<file path="src/rtl/aplic_msi_sched.sv">
//------------------------------------------------------------------------------
// aplic_msi_sched: round-robin APLIC source scanner that turns pending/enabled
// sources and genmsi writes into MSI write requests.  Rev 1.0
//------------------------------------------------------------------------------
`default_nettype none

module aplic_msi_sched #(
    parameter int NR_SRC = 64,
    parameter int SRC_W  = $clog2(NR_SRC)
) (
    input  logic              i_clk,
    input  logic              i_rst,
    input  logic              i_ie,
    input  logic              i_dm,
    input  logic [NR_SRC-1:0] i_pending,
    input  logic [NR_SRC-1:0] i_enabled,
    output logic [SRC_W-1:0]  o_tgt_idx,
    input  logic [31:0]       i_tgt,
    input  logic [63:0]       i_msi_base,
    input  logic              i_gen_we,
    input  logic [31:0]       i_gen_wdata,
    output logic              o_gen_busy,
    output logic              o_clr_valid,
    output logic [SRC_W-1:0]  o_clr_idx,
    output logic              o_msi_valid,
    input  logic              i_msi_ready,
    output logic [63:0]       o_msi_addr,
    output logic [31:0]       o_msi_data
);

    typedef enum logic [1:0] {
        SCAN     = 2'd0,
        FETCH    = 2'd1,
        SEND_SRC = 2'd2,
        SEND_GEN = 2'd3
    } state_t;

    state_t           state;
    state_t           state_nxt;
    logic [SRC_W-1:0] ptr;
    logic [SRC_W-1:0] ptr_nxt;
    logic [SRC_W-1:0] ptr_inc;
    logic             gen_busy;
    logic [13:0]      gen_hi;
    logic [10:0]      gen_eiid;
    logic [63:0]      msi_addr;
    logic [31:0]      msi_data;
    logic             eligible;
    logic             gen_capture;
    logic             gen_done;
    logic             load_src;
    logic             load_gen;
    logic             clr;

    // Source 0 and the reserved target/genmsi bits carry no meaning here.
    logic unused_bits;
    assign unused_bits = ^{i_pending[0], i_enabled[0], i_tgt[17:11], i_gen_wdata[17:11]};

    assign ptr_inc     = (ptr == SRC_W'(NR_SRC - 1)) ? SRC_W'(1) : ptr + SRC_W'(1);
    assign eligible    = i_ie & i_dm & i_pending[ptr] & i_enabled[ptr];
    assign gen_capture = i_gen_we & ~gen_busy & i_dm;
    assign gen_done    = (state == SEND_GEN) & i_msi_ready;

    always_comb begin
        state_nxt = state;
        ptr_nxt   = ptr;
        load_src  = 1'b0;
        load_gen  = 1'b0;
        clr       = 1'b0;
        case (state)
            SCAN: begin
                if (i_dm && gen_busy) begin
                    state_nxt = SEND_GEN;
                    load_gen  = 1'b1;
                end else if (eligible) begin
                    state_nxt = FETCH;
                end else begin
                    ptr_nxt = ptr_inc;
                end
            end
            FETCH: begin
                // A zero EIID means the source is silently retired.
                if (i_tgt[10:0] == 11'd0) begin
                    clr       = 1'b1;
                    ptr_nxt   = ptr_inc;
                    state_nxt = SCAN;
                end else begin
                    load_src  = 1'b1;
                    state_nxt = SEND_SRC;
                end
            end
            SEND_SRC: begin
                if (i_msi_ready) begin
                    clr       = 1'b1;
                    ptr_nxt   = ptr_inc;
                    state_nxt = SCAN;
                end
            end
            SEND_GEN: begin
                if (i_msi_ready) begin
                    state_nxt = SCAN;
                end
            end
            default: state_nxt = SCAN;
        endcase
    end

    always_ff @(posedge i_clk) begin
        if (i_rst) begin
            state    <= SCAN;
            ptr      <= SRC_W'(1);
            gen_busy <= 1'b0;
            gen_hi   <= '0;
            gen_eiid <= '0;
            msi_addr <= '0;
            msi_data <= '0;
        end else begin
            state <= state_nxt;
            ptr   <= ptr_nxt;
            if (gen_capture) begin
                gen_busy <= 1'b1;
                gen_hi   <= i_gen_wdata[31:18];
                gen_eiid <= i_gen_wdata[10:0];
            end else if (gen_done) begin
                gen_busy <= 1'b0;
            end
            // Address is frozen at capture so base changes cannot disturb a held request.
            if (load_src) begin
                msi_addr <= i_msi_base + {38'd0, i_tgt[31:18], 12'h000};
                msi_data <= {21'd0, i_tgt[10:0]};
            end else if (load_gen) begin
                msi_addr <= i_msi_base + {38'd0, gen_hi, 12'h000};
                msi_data <= {21'd0, gen_eiid};
            end
        end
    end

    assign o_tgt_idx   = (state == FETCH) ? ptr : '0;
    assign o_clr_valid = clr;
    assign o_clr_idx   = clr ? ptr : '0;
    assign o_msi_valid = (state == SEND_SRC) || (state == SEND_GEN);
    assign o_msi_addr  = msi_addr;
    assign o_msi_data  = msi_data;
    assign o_gen_busy  = gen_busy;

endmodule

`default_nettype wire

</file>
<file path="config.mk">
export PLATFORM = sky130hd
export DESIGN_NAME = aplic_msi_sched
export DESIGN_NICKNAME = d
export VERILOG_FILES = /design/src/rtl/aplic_msi_sched.sv
export SDC_FILE = /design/constraint.sdc
export NUM_CORES = 1
export LEC_CHECK = 0
export ABC_AREA = 1
export ABC_CLOCK_PERIOD_IN_PS = 6100
export BUFFER_PORTS_ARGS = -buffer_cell sky130_fd_sc_hd__buf_2
export CORE_AREA = 2 2 145 147
export DETAILED_ROUTE_END_ITERATION = 12
export DIE_AREA = 0 0 147 149
export MAX_ROUTING_LAYER = met4
export PLACE_DENSITY = 0.72
export SLEW_MARGIN = 20
export SYNTH_ARGS = -nofsm -noshare
export SYNTH_HDL_FRONTEND = slang
export SYNTH_SLANG_ARGS = --single-unit
export TNS_END_PERCENT = 10
</file>
<file path="constraint.sdc">
create_clock -name i_clk -period 6.1 [get_ports i_clk]
set_input_delay 0.305 -clock i_clk [delete_from_list [all_inputs] [get_ports i_clk]]
set_output_delay 0.305 -clock i_clk [all_outputs]
set_load 0.005 [all_outputs]
</file>
==> out/metrics.csv <==
stage,metric,value,unit
cts,hold_buffers,0,
synth,synth_area_leaders,"dfxtp_1 (29%), nand2_1 (16%), nand3_1 (6.9%)",
routing,vias_per_cell,4.811,
floorplanning,core,20560,sq um
grt,grt_max_degree,116,
cts,clockRootBuffer,clkbuf_16,
timing,fin_ws,1.998,ns
synth,synth_commonest_cells,"nand2_1 (327), inv_1 (128), nor2_1 (128)",
synth,synth.avg_cell_area,6.246,sq um
synth,ys_seq_area_frac,0.2916,
cts,cts_tree,yes,
critical_path,crit_buf_inv,3,
timing,finalSetupTns,0,ns
placed_design,gp_congestion,0.9233,
critical_path,critical_path_class,flip-flop to flip-flop,
synth,syn_area,7482,sq um
pwr,total_power,3.173,mW
placed_design,place_inst,1765,
routing,vias,8616,
placed_design,io_buffers,337,
placed_design,dp_hpwl,19390,um
timing,fin_crit_sh,0.6725,
routing,final_antenna_net_count,0,
cts,ctsResizeCount,0,
grt,grt_pass1_vias,8157,
grt,grt_pass1_wl,38820,um
timing,slew_viol_final,0,
timing,rsz0062_at_grt,false,
floorplanning,start_util,0.3640,
critical_path,crit_path_cell_trace,inv_1 > ha_1 > nand2_2 > inv_2 > nand2_1 > nand2_1 > ha_1 > fa_1 > nand3_1 > nand2_1 > a21oi_2 > o21ai_0 > a21boi_1 > o21ai_0 > xor2_1 > o21bai_1 > inv_1,
synth,synth_seq_cells,109,
hold_path,holdPathEnd,o_msi_addr[2],
synth,synth_top_area_share,0.2916,
outcome,status,"complete, no violations",
critical_path,crit_arrival,4.36,ns
pwr,ir_drop,0.0001836,V
critical_path,crit_family,compound AO/OA/AOI/OAI gates,
timing,min_period,4.102,ns
synth,yosysWarnings,0,
hold_path,whs_path_depth,3,
flow_run,max_cap_violations,0,
critical_path,required,6.36,ns
grt,grt_usage,0.2272,
grt,grt-ovfl-total,0,
routing,drc,0,
critical_path,r2r_end,o_msi_addr[24],
cts,clk_latency,0.36,ns
critical_path,r2r_start,state[1],
critical_path,worstSetupStartpointType,flip-flop,
cts,htree_num_levels,3,
critical_path,ff2ff_setup_slack,2.00,ns
synth,synth_top_area_cell,dfxtp_1,
cells_and_area,layout.nets,1784,
cts,clk_pin_slew_worst_paths,0.08,ns
critical_path,r2r_cells,17,
cts,cts.sinks,109,
placed_design,pre_cts_slack,1.758,ns
cells_and_area,filler_cell_count,2173,
routing,drtIter0Drc,373,
cts,post_cts_buffers,0,
synth,syn_inst,1198,
hold_path,hold_path.class,input port to flip-flop,
synth,async_reset_ff_frac,0,
synth,yosys.cell_types.count,48,
critical_path,slowest_delay,0.53,ns
synth,yosys_most_used_dff,dfxtp_1,
timing,finalSetupViolCount,0,
grt,antenna_found_initial,10,
routing,first_pass_iters,5,
floorplanning,die_area,21900,sq um
cts,clockBufferDepth,2,
pwr,leakage,5.254,nW
floorplanning,num_io_pins,373,
floorplanning,die_y,149,um
timing,worst_slew_pin_slew,1.091,ns
timing,fin_worst_skew,0.009864,ns
synth,synth_edf_count,0,
critical_path,crit_slowest_cell,nand2_2,
pwr,power_density,331.2,nW/um^2
hold_path,worstHoldStart,i_msi_base[2],
cts,cts_buffers,9,
floorplanning,row_count,53,
timing,hold_viol,0,
critical_path,cp_common_cell,nand2_1,
critical_path,critical_path_peak_fanout,28,
cells_and_area,layout-drive-gt1-share,0.2656,
timing,maxSlewHeadroom,0.2728,
cells_and_area,areaGrowthSynthToFinish,28.01,%
routing,post_drt_wl_per_cell,14.14,um
cells_and_area,instances_no_fill,1791,
synth,yosysMostFrequentCell,nand2_1,
floorplanning,die_w,147,um
routing,wirelength,25320,um
timing,fmax,243.8,MHz
critical_path,end_kind,flip-flop,
[logic make-up after synthesis]
group           count (synthesis)  share of synthesized area
xor+xnor                       31                    0.03629
fa+ha+maj                      21                    0.03612
simple gates                  628                     0.3612
compound gates                200                     0.1548
buf+inv                       208                     0.1194
flops                         109                     0.2916
other cells                     1                  0.0005012
[registers in the layout, indices dropped and copies added (netlist names)]
signal and count:
gen_eiid 11, o_msi_data 11, ptr 6, state 2, o_gen_busy 1, o_msi_addr 64
gen_hi 14
[power by group]
| group | leakage (nW) | switching (mW) | internal (mW) |
|---|---|---|---|
| Sequential | 0.898 | 0.127 | 0.904 |
| Combinational | 4.21 | 0.959 | 0.576 |
| Clock | 0.142 | 0.285 | 0.321 |
| Total | 5.25 | 1.37 | 1.80 |
[worst max path at each step]
stage | from | endpoint | slack [ns] | depth (start not counted)
2_1_floorplan | state[1] | o_msi_addr[24] | 2.96 | 19
3_3_place_gp | i_tgt[5] | o_msi_addr[24] | 1.86 | 18
3_5_place_dp | i_tgt[4] | o_msi_addr[24] | 1.76 | 18
4_1_cts | state[1] | o_msi_addr[24] | 1.97 | 17
5_1_grt | state[1] | o_msi_addr[54] | 1.64 | 19
6_report | state[1] | o_msi_addr[24] | 2.00 | 17
[metal layers]
| metal | track usage | vias to the layer above | wire length [um] |
|---|---|---|---|
| met2 | 0.3981 | 330 | 12080 |
| met3 | 0.05719 | 51 | 2101 |
| li1 | - | 4424 | - |
| met4 | 0.1029 | 0 | 1017 |
| met5 | - | - | 0 |
| met1 | 0.2436 | 3811 | 10120 |
[cells in the final DEF (no fill, tap or decap), types with 12 or more instances in the layout]
cell type,n
nand2_1,327
nor3_1,12
conb_1,21
nor2_1,128
xnor2_1,12
nor4_1,12
dfxtp_1,109
a21oi_1,32
buf_2,337
xor2_1,19
inv_1,127
nand3_1,103
o211ai_1,13
o21ai_0,101
o21bai_1,24
ha_1,20
[stage by stage]
stage	hold WS [ns]	area [sq um]	utilization
6_report	0.1660	9578	0.4659
5_1_grt	0.1647	9578	0.4659
4_1_cts	0.1567	9553	0.4647
3_5_place_dp	0.4649	9255	0.4502
3_3_place_gp	0.4613	9255	0.4502
2_1_floorplan	0.3741	7557	-
[cell type report]
class	instances	area (sq um)	area share
Antenna cell	10	25.02	0.002613
Clock buffer	9	225.2	0.02351
Clock inverter	7	72.57	0.007577
Inverter	138	518.0	0.05408
Multi-Input combinational cell	901	4487	0.4685
Sequential cell	109	2182	0.2278
Tap cell	275	344.1	0.03592
Timing Repair Buffer	342	1724	0.1800
[tightest hold or removal path: stages]
cell	delay, ns
buf_2	0.07
nor2_1	0.03
nor2_1	0.08
Power figures use the tool's default switching activity.
